### src/rtl/jk_excite_driver.sv
// Stimulus-side driver for a 2-bit JK state machine: turns a requested next
// state into J/K excitations, clocks two internal JK flops and checks the result.
module jk_excite_driver #(
   parameter logic        DC_FILL = 1'b0,
   parameter int unsigned CNT_W   = 8
) (
   input  logic             clk,
   input  logic             rst_n,
   input  logic             req_valid,
   output logic             req_ready,
   input  logic [1:0]       req_state,
   input  logic             hold,
   output logic             ja,
   output logic             ka,
   output logic             jb,
   output logic             kb,
   output logic             A,
   output logic             B,
   output logic             z,
   output logic             done,
   output logic             ok,
   output logic [CNT_W-1:0] step_cnt,
   output logic [CNT_W-1:0] err_cnt
);

   localparam logic [CNT_W-1:0] CNT_MAX = '1;

   typedef enum logic [1:0] {
      IDLE  = 2'd0,
      APPLY = 2'd1,
      CHECK = 2'd2
   } state_e;

   state_e           state_q;
   logic [1:0]       tgt_q;
   logic             ja_q, ka_q, jb_q, kb_q;
   logic             a_q, b_q;
   logic             done_q, ok_q;
   logic [CNT_W-1:0] step_q, err_q;

   logic             accept;
   logic [1:0]       exc_a_d, exc_b_d;
   logic             a_d, b_d;
   logic             hit_d;

   assign accept = req_valid && (state_q == IDLE);

   // Excitation table {J,K} from present Q and requested Q+; don't-cares filled.
   always_comb begin
      exc_a_d = 2'b00;
      exc_b_d = 2'b00;
      if (a_q) exc_a_d = {DC_FILL, ~req_state[1]};
      else     exc_a_d = {req_state[1], DC_FILL};
      if (b_q) exc_b_d = {DC_FILL, ~req_state[0]};
      else     exc_b_d = {req_state[0], DC_FILL};
   end

   // JK characteristic equation for both flops, plus the check against target.
   always_comb begin
      a_d   = (ja_q & ~a_q) | (~ka_q & a_q);
      b_d   = (jb_q & ~b_q) | (~kb_q & b_q);
      hit_d = ({a_d, b_d} == tgt_q);
   end

   always_ff @(posedge clk or negedge rst_n) begin
      if (!rst_n) begin
         state_q <= IDLE;
         tgt_q   <= 2'b00;
         ja_q    <= 1'b0;
         ka_q    <= 1'b0;
         jb_q    <= 1'b0;
         kb_q    <= 1'b0;
         a_q     <= 1'b0;
         b_q     <= 1'b0;
         done_q  <= 1'b0;
         ok_q    <= 1'b0;
         step_q  <= '0;
         err_q   <= '0;
      end else begin
         case (state_q)
            IDLE: begin
               done_q <= 1'b0;
               if (accept) begin
                  tgt_q         <= req_state;
                  {ja_q, ka_q}  <= exc_a_d;
                  {jb_q, kb_q}  <= exc_b_d;
                  state_q       <= APPLY;
               end
            end
            APPLY: begin
               // done/ok are registered here so they are visible during CHECK
               if (!hold) begin
                  a_q     <= a_d;
                  b_q     <= b_d;
                  done_q  <= 1'b1;
                  ok_q    <= hit_d;
                  if (step_q != CNT_MAX) step_q <= step_q + CNT_W'(1);
                  if (!hit_d && (err_q != CNT_MAX)) err_q <= err_q + CNT_W'(1);
                  state_q <= CHECK;
               end
            end
            CHECK: begin
               done_q  <= 1'b0;
               ja_q    <= 1'b0;
               ka_q    <= 1'b0;
               jb_q    <= 1'b0;
               kb_q    <= 1'b0;
               state_q <= IDLE;
            end
            default: state_q <= IDLE;
         endcase
      end
   end

   assign req_ready = (state_q == IDLE);
   assign ja        = ja_q;
   assign ka        = ka_q;
   assign jb        = jb_q;
   assign kb        = kb_q;
   assign A         = a_q;
   assign B         = b_q;
   assign z         = a_q & ~b_q;
   assign done      = done_q;
   assign ok        = ok_q;
   assign step_cnt  = step_q;
   assign err_cnt   = err_q;

endmodule

### config.mk
export PLATFORM = sky130hd
export DESIGN_NAME = jk_excite_driver
export DESIGN_NICKNAME = d
export VERILOG_FILES = /design/src/rtl/jk_excite_driver.sv
export SDC_FILE = /design/constraint.sdc
export NUM_CORES = 1
export LEC_CHECK = 0
export ABC_AREA = 1
export CAP_MARGIN = 10
export CORE_UTILIZATION = 55
export DETAILED_ROUTE_END_ITERATION = 8
export DONT_BUFFER_PORTS = 1
export PLACE_DENSITY = 0.83
export SYNTH_ARGS = -nofsm -noshare
export SYNTH_HDL_FRONTEND = slang
export SYNTH_SLANG_ARGS = --single-unit
### constraint.sdc
create_clock -name clk -period 1.3 [get_ports clk]
set_input_delay 0.13 -clock clk [delete_from_list [all_inputs] [get_ports clk]]
set_output_delay 0.13 -clock clk [all_outputs]
set_load 0.01 [all_outputs]
==> results of run 1 <==
where the power goes:
part	leakage, nW	internal (mW)	switching [mW]
logic	0.591	0.787	1.04
registers	0.367	1.12	0.282
clock network	0.0279	0.312	0.273
flip-flops by register name (all words and copies together) (netlist names):
register and count:
A 1, B 1, done 1, err_cnt 8, ja 1, jb 1, ka 1, kb 1
ok 1, state_q 2, step_cnt 8, tgt_q 2
what timing repair did:
action / 4_1_cts / 5_1_grt
hold endpoints to repair: 35 / 0
resized for setup: 2 / 28
setup endpoints to repair: 12 / 24
hold buffers: 6 / 0
buffers inserted: 3 / 3
cloned: 1 / 0
pin swaps: 2 / 13
critical path: stages (launching register included):
cell     delay [ps]
dfrtp_1         430
ha_2            190
nand3_2          80
inv_2            50
a21oi_4         230
nand2_4         130
nand2_1          90
nand2_1          70
per-layer routing:
metal / global-route usage / up-vias / routed length, um / share of wire
li1: - / 652 / - / -
met1: 0.317 / 673 / 1590 / 0.43
met2: 0.467 / 59 / 1850 / 0.50
met3: 0.0374 / 8 / 213 / 0.057
met4: 0.105 / 0 / 56 / 0.015
met5: 0 / - / 0 / 0
per-stage QoR:
step	instances	total power, mW
6_report	252	3.81
5_1_grt	252	4.06
4_1_cts	249	3.51
3_5_place_dp	235	2.86
3_3_place_gp	235	2.78
2_1_floorplan	181	2.24
cells in the final DEF, fill, tap and decap left out, drive strengths merged:
cell type    instances
nand2               75
buf                 31
dfrtp               28
inv                 21
nand3               21
nor2                11
o21ai                9
xnor2                5
dlygate4sd3          5
xor2                 5
clkbuf               3
o22ai                2
o32ai                2
ha                   2
a21oi                1
bufinv               1
synthesized netlist by cell type, drive strengths merged:
cell | n | area [um2]
inv | 21 | 78.8
o21ai | 9 | 45.0
nand3 | 21 | 123
xor2 | 5 | 43.8
o22ai | 2 | 12.5
dfrtp | 28 | 701
nor2 | 11 | 43.8
o32ai | 2 | 17.5
xnor2 | 5 | 43.8
nand2 | 74 | 295
a21oi | 1 | 16.3
ha | 2 | 25.0
cell type report:
class / count / area (um2) / area share
clock buffer: 3 / 22.5 / 0.0116
clock inverter: 1 / 30.0 / 0.0154
inverter: 21 / 81.3 / 0.0418
multi-input combinational: 133 / 766 / 0.394
sequential: 28 / 701 / 0.360
tap: 30 / 37.5 / 0.0193
timing repair buffer: 36 / 307 / 0.158
worst paths after layout:
kind	end	from	slack (ps)	cells past startpoint
setup / recovery	err_cnt[0]	err_cnt[0]	-70	7
hold / removal	done	hold	20	3
setup reg to reg	err_cnt[0]	err_cnt[0]	-70	7
hold reg to reg	done	done	580	2
max in group asynchronous	err_cnt[5]	rst_n	940	2
min in group asynchronous	err_cnt[3]	rst_n	210	2
cell families after synthesis:
group           synth area share
buf+inv                   0.0545
simple gates               0.319
flops                      0.485
compound gates            0.0632
xor+xnor                  0.0606
fa+ha+maj                 0.0173
==> implementation parameters, run 1 <==
Parameter                              Value

Outcome
  Run status    finished, violations left
  Violations in the final reports    negative setup slack

Placed design
  Sum of net half-perimeters after detailed placement    2330 um
  Final GP Congestion    0.923
  Pre-CTS worst setup slack    -1.50 ps
  Quantity of I/O buffers inserted on ports    0
  Post-detailed-placement cell area    1680 um2

Detailed routing
  Routed vias    1392
  Per-cell via count in the routed design    5.52
  Drt first pass iters    4
  Antenna Nets Post-Route    0
  DR iter-0 viols    39
  Total Wirelength    3710 um
  DR WL/cell    14.7 um
  Count of unresolved DRC violations after routing    0

Yosys
  Synthesized area divided by synthesized cell count    7.98 um2
  Synthesized instance count    181
  Number of distinct library cells after synthesis    18
  Warnings from Yosys    0
  Total standard cell area after synthesis    1450 um2
  Flip-flop and latch count after synthesis    28
  Post-synthesis sequential area ratio    0.485
  Post-synth net total    189

CTS
  Buffer cell driving the clock tree root    clkbuf_4
  TritonCTS clock tree    yes
  H-tree levels    1
  Source-to-sink clock delay at the later pin of the worst-skew pair    340 ps
  Bufs on Longest Clock Path    2
  Clock transition at the registers of the reported paths    160 ps
  TritonCTS Buffers    3
  Clock sinks    28

Global routing
  Maximum number of pins on one net before global-route repair    29
  All-layer global routing usage    0.264
  Initial antenna violation count    0
  Global-route wire length before repair    5440 um
  Via count of the first global-routing pass    1295
  GRT overflow    0

Worst setup path
  Top fanout value on the critical path    8
  Kind of end point of the critical path    flip-flop
  Worst setup path category    flip-flop to flip-flop
  Worst endpoint data arrival time    1620 ps
  Crit path launch type    flip-flop
  Required time of the critical path    1540 ps

Worst hold path
  Class of the most critical hold timing path    input port to flip-flop

Floorplan
  Total die area    2840 um2
  Starting utilization of the core area    0.583
  I/O pin count    32
  Vertical die dimension    53.3 um
  Core footprint    2480 um2
  Chip Width    53.3 um
  Floorplan row count    18

Timing
  Setup slack after layout    -73.8 ps
  Total Neg Setup Slack    -426 ps
  Number of failing hold endpoints at the final stage    0
  Unrepaired setup endpoints after global routing    true
  Clock skew    8.07 ps
  Final setup violation count    13
  Final period util    1.06
  FMAX    728 MHz
  Remaining max-slew budget at the tightest pin    0.794
  Max-slew violations    0
  Final worst hold slack    18.7 ps
  Clock period minus final worst setup slack    1370 ps
  Slew at the pin closest to its max-slew limit    309 ps

Flow run
  Reported max-cap violation count    0

Power
  Standby leakage power    0.986 nW
  Pwr dens    1960 nW/um2
  Max rail drop VDD    1.47 mV

Finish
  Net count of the finished layout    231
  Antenna Cells    0
  Layout fillers    177
  Area Overhead vs Synth    34.5%
  Share of cells above drive strength 1    0.311
  Fin area    1940 um2
  Finished Core Util    0.785
(Power assumes the default switching activity.)
==> run 2: changes to the inputs <==
--- a/config.mk
+++ b/config.mk
@@ -7,6 +7,7 @@
 export LEC_CHECK = 0
 export ABC_AREA = 1
 export CAP_MARGIN = 10
+export CORE_MARGIN = 2
 export CORE_UTILIZATION = 55
 export DETAILED_ROUTE_END_ITERATION = 8
 export DONT_BUFFER_PORTS = 1
==> implementation parameters, run 2 (synthesized netlist as in run 1, its figures left out) <==
Parameter                              Value

Global routing
  Initial antenna violation count    0 (unchanged)
  Global-route wire length before repair    5690 um (+4.4%)
  Maximum number of pins on one net before global-route repair    29 (unchanged)
  Via count of the first global-routing pass    1394 (+7.6%)
  GRT overflow    0 (unchanged)
  All-layer global routing usage    0.227 (-0.0376)

Worst setup path
  Worst endpoint data arrival time    1570 ps (-50 ps)
  Cell count of the worst reg-to-reg path    8 (+1)
  Worst setup path category    flip-flop to flip-flop
  Top fanout value on the critical path    6 (-2)
  Kind of end point of the critical path    flip-flop
  Highest-delay cell along the critical path    dfrtp_1
  WP buf/inv    1 (unchanged)
  Crit path launch type    flip-flop
  Family with the most delay on the worst path    simple AND/OR/NAND/NOR gates
  Required time of the critical path    1520 ps (-20 ps)
  Most prevalent standard cell on the critical path    nand2_2
  Worst path cell trace    ha_4 > nand3_4 > nor2_4 > nand2_2 > nand2_4 > inv_6 > nand2_2 > nand2_1
  Critical path depth    8 (+1)
  Largest incremental delay on the critical path    440 ps (about the same)

Finish
  Multi-input gate area in the final layout    766 um2 (unchanged)
  Net count of the finished layout    234 (+1.3%)
  Area Overhead vs Synth    36.2%
  Share of cells above drive strength 1    0.333 (+0.0225)
  Non-filler cells in the finished layout    255 (+1.2%)
  Most common library cell in the layout ignoring fill and taps    nand2_1
  Antenna Cells    0 (unchanged)
  Layout fillers    159 (-10%)
  Sequential cell area    703 um2 (+0.36%)
  Highest-count cells in the layout ignoring fill and taps    nand2_1 (58), buf_4 (31), dfrtp_1 (26), nand3_1 (16), inv_1 (15)
  Fin area    1970 um2 (+1.2%)

Floorplan
  Vertical die dimension    55.3 um (+3.8%)
  Starting utilization of the core area    0.583 (unchanged)
  Total die area    3050 um2 (+7.7%)
  Floorplan row count    18 (unchanged)
  Chip Width    55.3 um (+3.8%)
  Core footprint    2480 um2 (unchanged)
  I/O pin count    32 (unchanged)

Detailed routing
  Met2 wirelength from detailed routing    2010 um (+8.9%)
  Met3 WL post-DR    210 um (-1.4%)
  Top routing layer used    met4
  Length of routed wiring on met1    1450 um (-9.3%)
  DR WL/cell    14.8 um (+0.58%)
  Per-cell via count in the routed design    5.58 (+1.1%)
  Count of unresolved DRC violations after routing    0 (unchanged)
  Antenna Nets Post-Route    0 (unchanged)
  Drt first pass iters    4 (unchanged)
  Total Wirelength    3780 um (+1.8%)
  DR iter-0 viols    57 (+46%)
  Routed vias    1424 (+2.3%)

CTS
  TritonCTS Buffers    3 (unchanged)
  TritonCTS clock tree    yes
  Source-to-sink clock delay at the later pin of the worst-skew pair    320 ps (-20 ps)
  Clock transition at the registers of the reported paths    150 ps (about the same)
  H-tree levels    1 (unchanged)
  Clock sinks    28 (unchanged)
  Bufs on Longest Clock Path    2 (unchanged)
  Buffer cell driving the clock tree root    clkbuf_4

Worst hold path
  Worst hold path cell count    3 (unchanged)
  Class of the most critical hold timing path    input port to flip-flop

Placed design
  Quantity of I/O buffers inserted on ports    0 (unchanged)
  Number of cells in the design after placement    236 (+0.43%)
  Final GP Congestion    0.953 (+3.2%)
  Post-detailed-placement cell area    1680 um2 (+0.45%)
  Sum of net half-perimeters after detailed placement    2400 um (+2.9%)

Power
  Design Power    3.87 mW (+1.3%)
  Pwr dens    1960 nW/um2 (+0.10%)
  Standby leakage power    0.990 nW (+0.39%)
  Max rail drop VDD    1.62 mV (+10%)

Outcome
  Violations in the final reports    negative setup slack
  Run status    finished, violations left

Timing
  Unrepaired setup endpoints after global routing    true
  Number of failing hold endpoints at the final stage    0 (unchanged)
  Final period util    1.03 (-0.0236)
  Setup slack after layout    -43.1 ps (+30.7 ps)
  Final setup violation count    12 (-1)
  Clock skew    2.39 ps (-5.67 ps)
  Remaining max-slew budget at the tightest pin    0.829 (+0.0351)
  Clock period minus final worst setup slack    1340 ps (-30.7 ps)
  Slew at the pin closest to its max-slew limit    256 ps (-53.4 ps)
  FMAX    745 MHz (+2.3%)
  Max-slew violations    0 (unchanged)

Flow run
  Reported max-cap violation count    0 (unchanged)
run 2: worst paths after layout:
check                              endpoint  slack (ps)         from
min in group asynchronous                jb         220        rst_n
worst min register to register           ok         570           ok
worst min-delay path                   done          30         hold
worst max register to register  step_cnt[6]         -40  step_cnt[0]
worst max-delay path            step_cnt[6]         -40  step_cnt[0]
max in group asynchronous                kb         920        rst_n
run 2: where the power goes:
| part | leakage (nW) | switching (mW) | internal [mW] |
|---|---|---|---|
| combinational | 0.597 | 1.05 | 0.840 |
| clock | 0.0279 | 0.251 | 0.312 |
| sequential | 0.365 | 0.286 | 1.13 |
| total | 0.990 | 1.59 | 2.28 |
run 2: layout make-up:
class,instances,share of cell area
flip-flops and latches,28,0.357
well taps,30,0.0191
clock inverters,1,0.0153
clock buffers,3,0.0114
repair buffers,39,0.165
inverters,21,0.0426
multi-input cells,133,0.389
run 2: metal layers:
metal,GRT usage,vias to the layer above
li1,-,664
met3,0.0328,17
met2,0.418,60
met5,0,-
met1,0.254,683
met4,0.105,0
run 2: worst min-delay path: cells and delay by family:
| family | cells | cell delay, ps |
|---|---|---|
| and+or+nand+nor | 2 | 160 |
| buffers and inverters | 1 | 40 |
run 2: through the flow:
stage	utilization	setup TNS [ps]	hold slack, ps	setup slack [ps]
2_1_floorplan	-	-455	-166	-46.6
3_3_place_gp	0.679	0	-165	24.0
3_5_place_dp	0.679	-75.1	-165	-14.6
4_1_cts	0.753	-1.13	4.67	-1.13
5_1_grt	0.794	-1480	17.8	-132
6_report	0.794	-270	29.4	-43.1
run 2: what timing repair did:
item                                    CTS  global route
hold buffers                              5             1
gates resized for setup                   6            27
pin swaps                                 6            11
setup buffers                             6             2
cloned                                    1             0
endpoints found under the hold margin    35             1
endpoints found under the setup margin   15            25
